--- src/rtl/arith_pkg.sv ---
// Shared definitions for the bit-serial subtractor: FSM state encoding and
// the single-bit full-subtractor equations.
package arith_pkg;

    // 2'd3 has no name on purpose; the FSM sends it back to ST_IDLE.
    typedef enum logic [1:0] {
        ST_IDLE  = 2'd0,
        ST_SHIFT = 2'd1,
        ST_DONE  = 2'd2
    } state_t;

    // One full-subtractor bit: returns {borrow_out, difference}.
    function automatic logic [1:0] fs_cell(input logic a, input logic b, input logic bin);
        logic d;
        logic bout;
        d    = a ^ b ^ bin;
        bout = (~a & b) | (~(a ^ b) & bin);
        return {bout, d};
    endfunction

endpackage

--- src/rtl/full_subtractor.sv ---
// Combinational single-bit full subtractor, iterated LSB-first by the top level.
module full_subtractor
    import arith_pkg::*;
(
    input  logic a,
    input  logic b,
    input  logic b_in,
    output logic d,
    output logic b_out
);

    logic [1:0] w_cell;

    assign w_cell = fs_cell(a, b, b_in);
    assign d      = w_cell[0];
    assign b_out  = w_cell[1];

endmodule

--- src/rtl/serial_subtractor.sv ---
// Bit-serial unsigned subtractor: computes a - b one bit per clock, LSB first,
// with a single full-subtractor cell. Launched by a rising edge on start.
module serial_subtractor
    import arith_pkg::*;
#(
    parameter int WIDTH = 4
) (
    input  logic             CLK100MHZ,
    input  logic             CPU_RESETN,
    input  logic [WIDTH-1:0] a,
    input  logic [WIDTH-1:0] b,
    input  logic             start,
    output logic [WIDTH-1:0] diff,
    output logic             borrow,
    output logic             busy,
    output logic             done,
    output logic             valid
);

    // Counter must reach WIDTH-1; at least one bit even when WIDTH=1.
    localparam int CW = ($clog2(WIDTH + 1) < 1) ? 1 : $clog2(WIDTH + 1);
    localparam logic [CW-1:0] LAST_CNT = CW'(WIDTH - 1);

    state_t           r_state;
    state_t           w_state_next;
    logic             r_start_q;
    logic [CW-1:0]    r_count;
    logic [WIDTH-1:0] r_a_sr;
    logic [WIDTH-1:0] r_b_sr;
    logic [WIDTH-1:0] r_res_sr;
    logic             r_borrow_c;
    logic [WIDTH-1:0] r_diff;
    logic             r_borrow;
    logic             r_busy;
    logic             r_done;
    logic             r_valid;

    logic             w_trigger;
    logic             w_load;
    logic             w_step;
    logic             w_last;
    logic             w_d;
    logic             w_bout;
    logic [WIDTH-1:0] w_res_next;

    assign w_trigger = start & ~r_start_q;

    // The new difference bit enters at the MSB so after WIDTH steps the
    // first (LSB) bit has shifted down to position 0.
    assign w_res_next = (r_res_sr >> 1) | (WIDTH'(w_d) << (WIDTH - 1));

    full_subtractor u_cell (
        .a     (r_a_sr[0]),
        .b     (r_b_sr[0]),
        .b_in  (r_borrow_c),
        .d     (w_d),
        .b_out (w_bout)
    );

    // Next-state and step control; triggers during SHIFT are ignored.
    always_comb begin
        w_state_next = r_state;
        w_load       = 1'b0;
        w_step       = 1'b0;
        w_last       = 1'b0;
        case (r_state)
            ST_IDLE, ST_DONE: begin
                if (w_trigger) begin
                    w_load       = 1'b1;
                    w_state_next = ST_SHIFT;
                end
            end
            ST_SHIFT: begin
                w_step = 1'b1;
                if (r_count == LAST_CNT) begin
                    w_last       = 1'b1;
                    w_state_next = ST_DONE;
                end
            end
            default: w_state_next = ST_IDLE;
        endcase
    end

    // State register and start edge-detect flop.
    always_ff @(posedge CLK100MHZ or negedge CPU_RESETN) begin
        if (!CPU_RESETN) begin
            r_state   <= ST_IDLE;
            r_start_q <= 1'b0;
        end else begin
            r_state   <= w_state_next;
            r_start_q <= start;
        end
    end

    // Operand capture, serial shifting and the bit counter.
    always_ff @(posedge CLK100MHZ or negedge CPU_RESETN) begin
        if (!CPU_RESETN) begin
            r_a_sr     <= '0;
            r_b_sr     <= '0;
            r_res_sr   <= '0;
            r_borrow_c <= 1'b0;
            r_count    <= '0;
        end else if (w_load) begin
            r_a_sr     <= a;
            r_b_sr     <= b;
            r_borrow_c <= 1'b0;
            r_count    <= '0;
        end else if (w_step) begin
            r_a_sr     <= r_a_sr >> 1;
            r_b_sr     <= r_b_sr >> 1;
            r_res_sr   <= w_res_next;
            r_borrow_c <= w_bout;
            r_count    <= r_count + 1'b1;
        end
    end

    // Published result and status flags; diff keeps its old value until completion.
    always_ff @(posedge CLK100MHZ or negedge CPU_RESETN) begin
        if (!CPU_RESETN) begin
            r_diff   <= '0;
            r_borrow <= 1'b0;
            r_busy   <= 1'b0;
            r_done   <= 1'b0;
            r_valid  <= 1'b0;
        end else begin
            r_done <= w_last;
            if (w_load) begin
                r_busy  <= 1'b1;
                r_valid <= 1'b0;
            end else if (w_last) begin
                r_diff   <= w_res_next;
                r_borrow <= w_bout;
                r_busy   <= 1'b0;
                r_valid  <= 1'b1;
            end
        end
    end

    assign diff   = r_diff;
    assign borrow = r_borrow;
    assign busy   = r_busy;
    assign done   = r_done;
    assign valid  = r_valid;

endmodule

--- config.mk ---
export PLATFORM = sky130hd
export DESIGN_NAME = serial_subtractor
export DESIGN_NICKNAME = d
export VERILOG_FILES = /design/src/rtl/arith_pkg.sv /design/src/rtl/full_subtractor.sv /design/src/rtl/serial_subtractor.sv
export SDC_FILE = /design/constraint.sdc
export NUM_CORES = 1
export LEC_CHECK = 0
export BUFFER_PORTS_ARGS = -buffer_cell sky130_fd_sc_hd__buf_4
export CAP_MARGIN = 10
export CORE_MARGIN = 5
export CORE_UTILIZATION = 31
export DETAILED_ROUTE_END_ITERATION = 6
export PLACE_DENSITY = 0.47
export SLEW_MARGIN = 20
export SYNTH_ARGS = -nofsm -noshare
export SYNTH_HDL_FRONTEND = slang
export SYNTH_SLANG_ARGS = --single-unit
--- constraint.sdc ---
create_clock -name CLK100MHZ -period 3.9 [get_ports CLK100MHZ]
set_input_delay 0.195 -clock CLK100MHZ [delete_from_list [all_inputs] [get_ports CLK100MHZ]]
set_output_delay 0.195 -clock CLK100MHZ [all_outputs]
set_load 0.02 [all_outputs]
==> metrics.cfg <==
[status]
status = finished clean

[grt]
grt_overflow = 0
antenna_found_initial = 0
grt_pass1_wl_microns = 3390
grt_usage_pct = 9.73
grt_pass1_vias = 752
grt_max_degree = 27

[critical_path]
crit_path_start_kind = flop
path_class = flop to flop
reg2reg_to = diff[0]
r2r_cells = 4
arrival_ns = 1.85
rr_startpoint = r_count[0]
worstPathRequired_ns = 4.12
cp_cell_sequence = ha_1, ha_1, nand3b_1, mux2_2
crit_top_cell = ha_1
cp_max_fo = 10
crit_family = flip-flops
r2r_slack_ns = 2.26
max_stage_delay_ns = 0.42
cp_slowest_cell = dfrtp_1
endpoint_kind = flop
path_buf_inv = 0

[die]
die_w_microns = 69.0
ios = 19
die-area_sq_um = 4760
die_y_microns = 69.0
start_util_pct = 32.1
core_sq_um = 3360
rows = 21

[logic_synthesis]
synth.avg_cell_area_sq_um = 10.6
synth-seq-cells = 26
synth_cells = 102
synth_area_sq_um = 1080
async_flop_share_pct = 100
synth_flop_cell = dfrtp_1
yosysSeqAreaShare_pct = 60.3
synth_edf_count = 0
synth_top_area_cell = dfrtp_1
yosysMostFrequentCell = nand2_1
ys_types = 20
synthTopCellsByCount = 29 x nand2_1, 26 x dfrtp_1, 7 x nand3_1
synth_top_area_share_pct = 60.3
yosys_warnings = 0
syn_nets = 116
synth_area_leaders = dfrtp_1 60%, nand2_1 10%, mux2_2 4.2%

[cts]
cts_setup_buffers = 0
hold_buffers = 2
cts-buffers-inserted = 3
cts.path.max_buffers = 2
clock_latency_ns = 0.32
cts_repair_resize_count = 0
clk_pin_slew_ns = 0.13
numClockSinks = 26
cts_max_level = 1
cts_tree = built
ctsRootBufferMaster = clkbuf_4

[power]
power.density_nw_per_um2 = 742
vdd_drop_max_v = 0.000253
p_leak_nw = 0.635
power.total_uw = 947

[final_layout]
regArea_sq_um = 651
drive_gt1_share_pct = 20.8
instances_no_fill = 166
fin_nets = 136
layout-area-overhead-vs-synth_pct = 18.3
fillers = 363
n_antenna_cell = 0
multi_input_area_sq_um = 375

[hold_path]
worstHoldEndpoint = r_a_sr[3]
min_path_cells = 3
min-delay-start = a[3]
hp-class = input pin to flop

[timing]
tns_ns = 0
finalHoldViolations = 0
worst_pin_slew_ns = 0.804
setup_viol = 0
rsz0062_at_grt = false
min_period_ns = 1.64
drv_slew = 0
final.period_utilization_pct = 41.9
relSlewSlack_pct = 46.3
fmax_mhz = 611
finClkSkew_ns = 0.00159

[placement]
portBuffers = 18
place_inst = 161
hpwl_microns = 1370
gp_congestion = 0.711

[routing]
drt-wirelength-per-cell_microns = 11.9
wirelength_microns = 1980
num_vias = 736
drt_iter0_markers = 38
drc = 0
firstDrtPassIters = 4
final_antenna_net_count = 0
drt-vias-per-instance = 4.43

[flow_run]
drv_cap = 0

[routing by layer]
layer | up-vias | global-route usage (%) | part of all wire (%)
met3 | 2 | 3.89 | 6.4
met5 | - | 0 | 0
met2 | 19 | 15.7 | 46
met1 | 341 | 12.2 | 47
li1 | 374 | - | -
met4 | 0 | 2.19 | 0.66
[tightest hold or removal path, stage by stage]
cell and delay [ns]:
buf_4 0.08, nand2_1 0.04, nand2_1 0.04
[where the power goes]
part           internal (mW)  switching [mW]  total [mW]  leakage (nW)
clock                 0.0362          0.0748       0.111        0.0138
sequential             0.385          0.0638       0.449         0.326
combinational          0.164           0.224       0.388         0.295
total                  0.585           0.363       0.947         0.635
[layout make-up]
cell class                 count  area share, %
tap                           46           4.51
sequential                    26           51.0
inverter                       4           1.18
clock buffer                   3           1.76
multi-input combinational     67           29.4
timing repair buffer          20           12.2
[worst max-delay path by stage]
stage | from | endpoint | cells after the start
floorplan | r_count[0] | diff[0] | 4
finish | r_count[0] | diff[0] | 4
global placement | r_count[0] | diff[0] | 4
CTS | r_count[0] | diff[0] | 4
detailed placement | r_count[0] | diff[2] | 4
global route | r_state[0] | r_b_sr[0] | 3
[stage by stage]
stage                     hold slack (ns)  setup slack [ns]  instance area (sq um)  util [%]
after global routing               0.0633              2.13                   1280      37.9
after global placement              0.126              2.26                   1230      36.7
after CTS                          0.0520              2.21                   1280      37.9
after floorplan                    -0.101              2.44                   1080         -
after detailed placement            0.125              2.23                   1230      36.7
final                              0.0597              2.26                   1280      37.9
[sequential cells by signal, indices dropped and copies added (netlist names)]
signal      cells
r_a_sr          4
diff            4
done            1
r_start_q       1
r_b_sr          4
busy            1
r_count         3
r_res_sr        3
valid           1
borrow          1
r_borrow_c      1
r_state         2
[cells in the final DEF, fill, tap and decap left out, drive strengths merged, types with 3 or more instances in the layout]
cell type | Yosys | final
nor2 | 4 | 4
nand3 | 7 | 7
dfrtp | 26 | 26
mux2 | 4 | 4
buf | 5 | 18
nand2 | 29 | 29
inv | 4 | 4
a31oi | 4 | 4
o21ai | 6 | 6
clkbuf | 0 | 3
[kinds of logic (layout without fill, tap and decap cells)]
family	after synthesis	count (layout)	synth area share, %
buffers and inverters	9	27	4.87
muxes	4	4	4.18
DFF	26	26	60.3
adders and majority gates	3	3	4.18
and+or+nand+nor	48	48	19.7
AOI/OAI and AO/OA	12	12	6.73
Power figures use the tool's default switching activity.
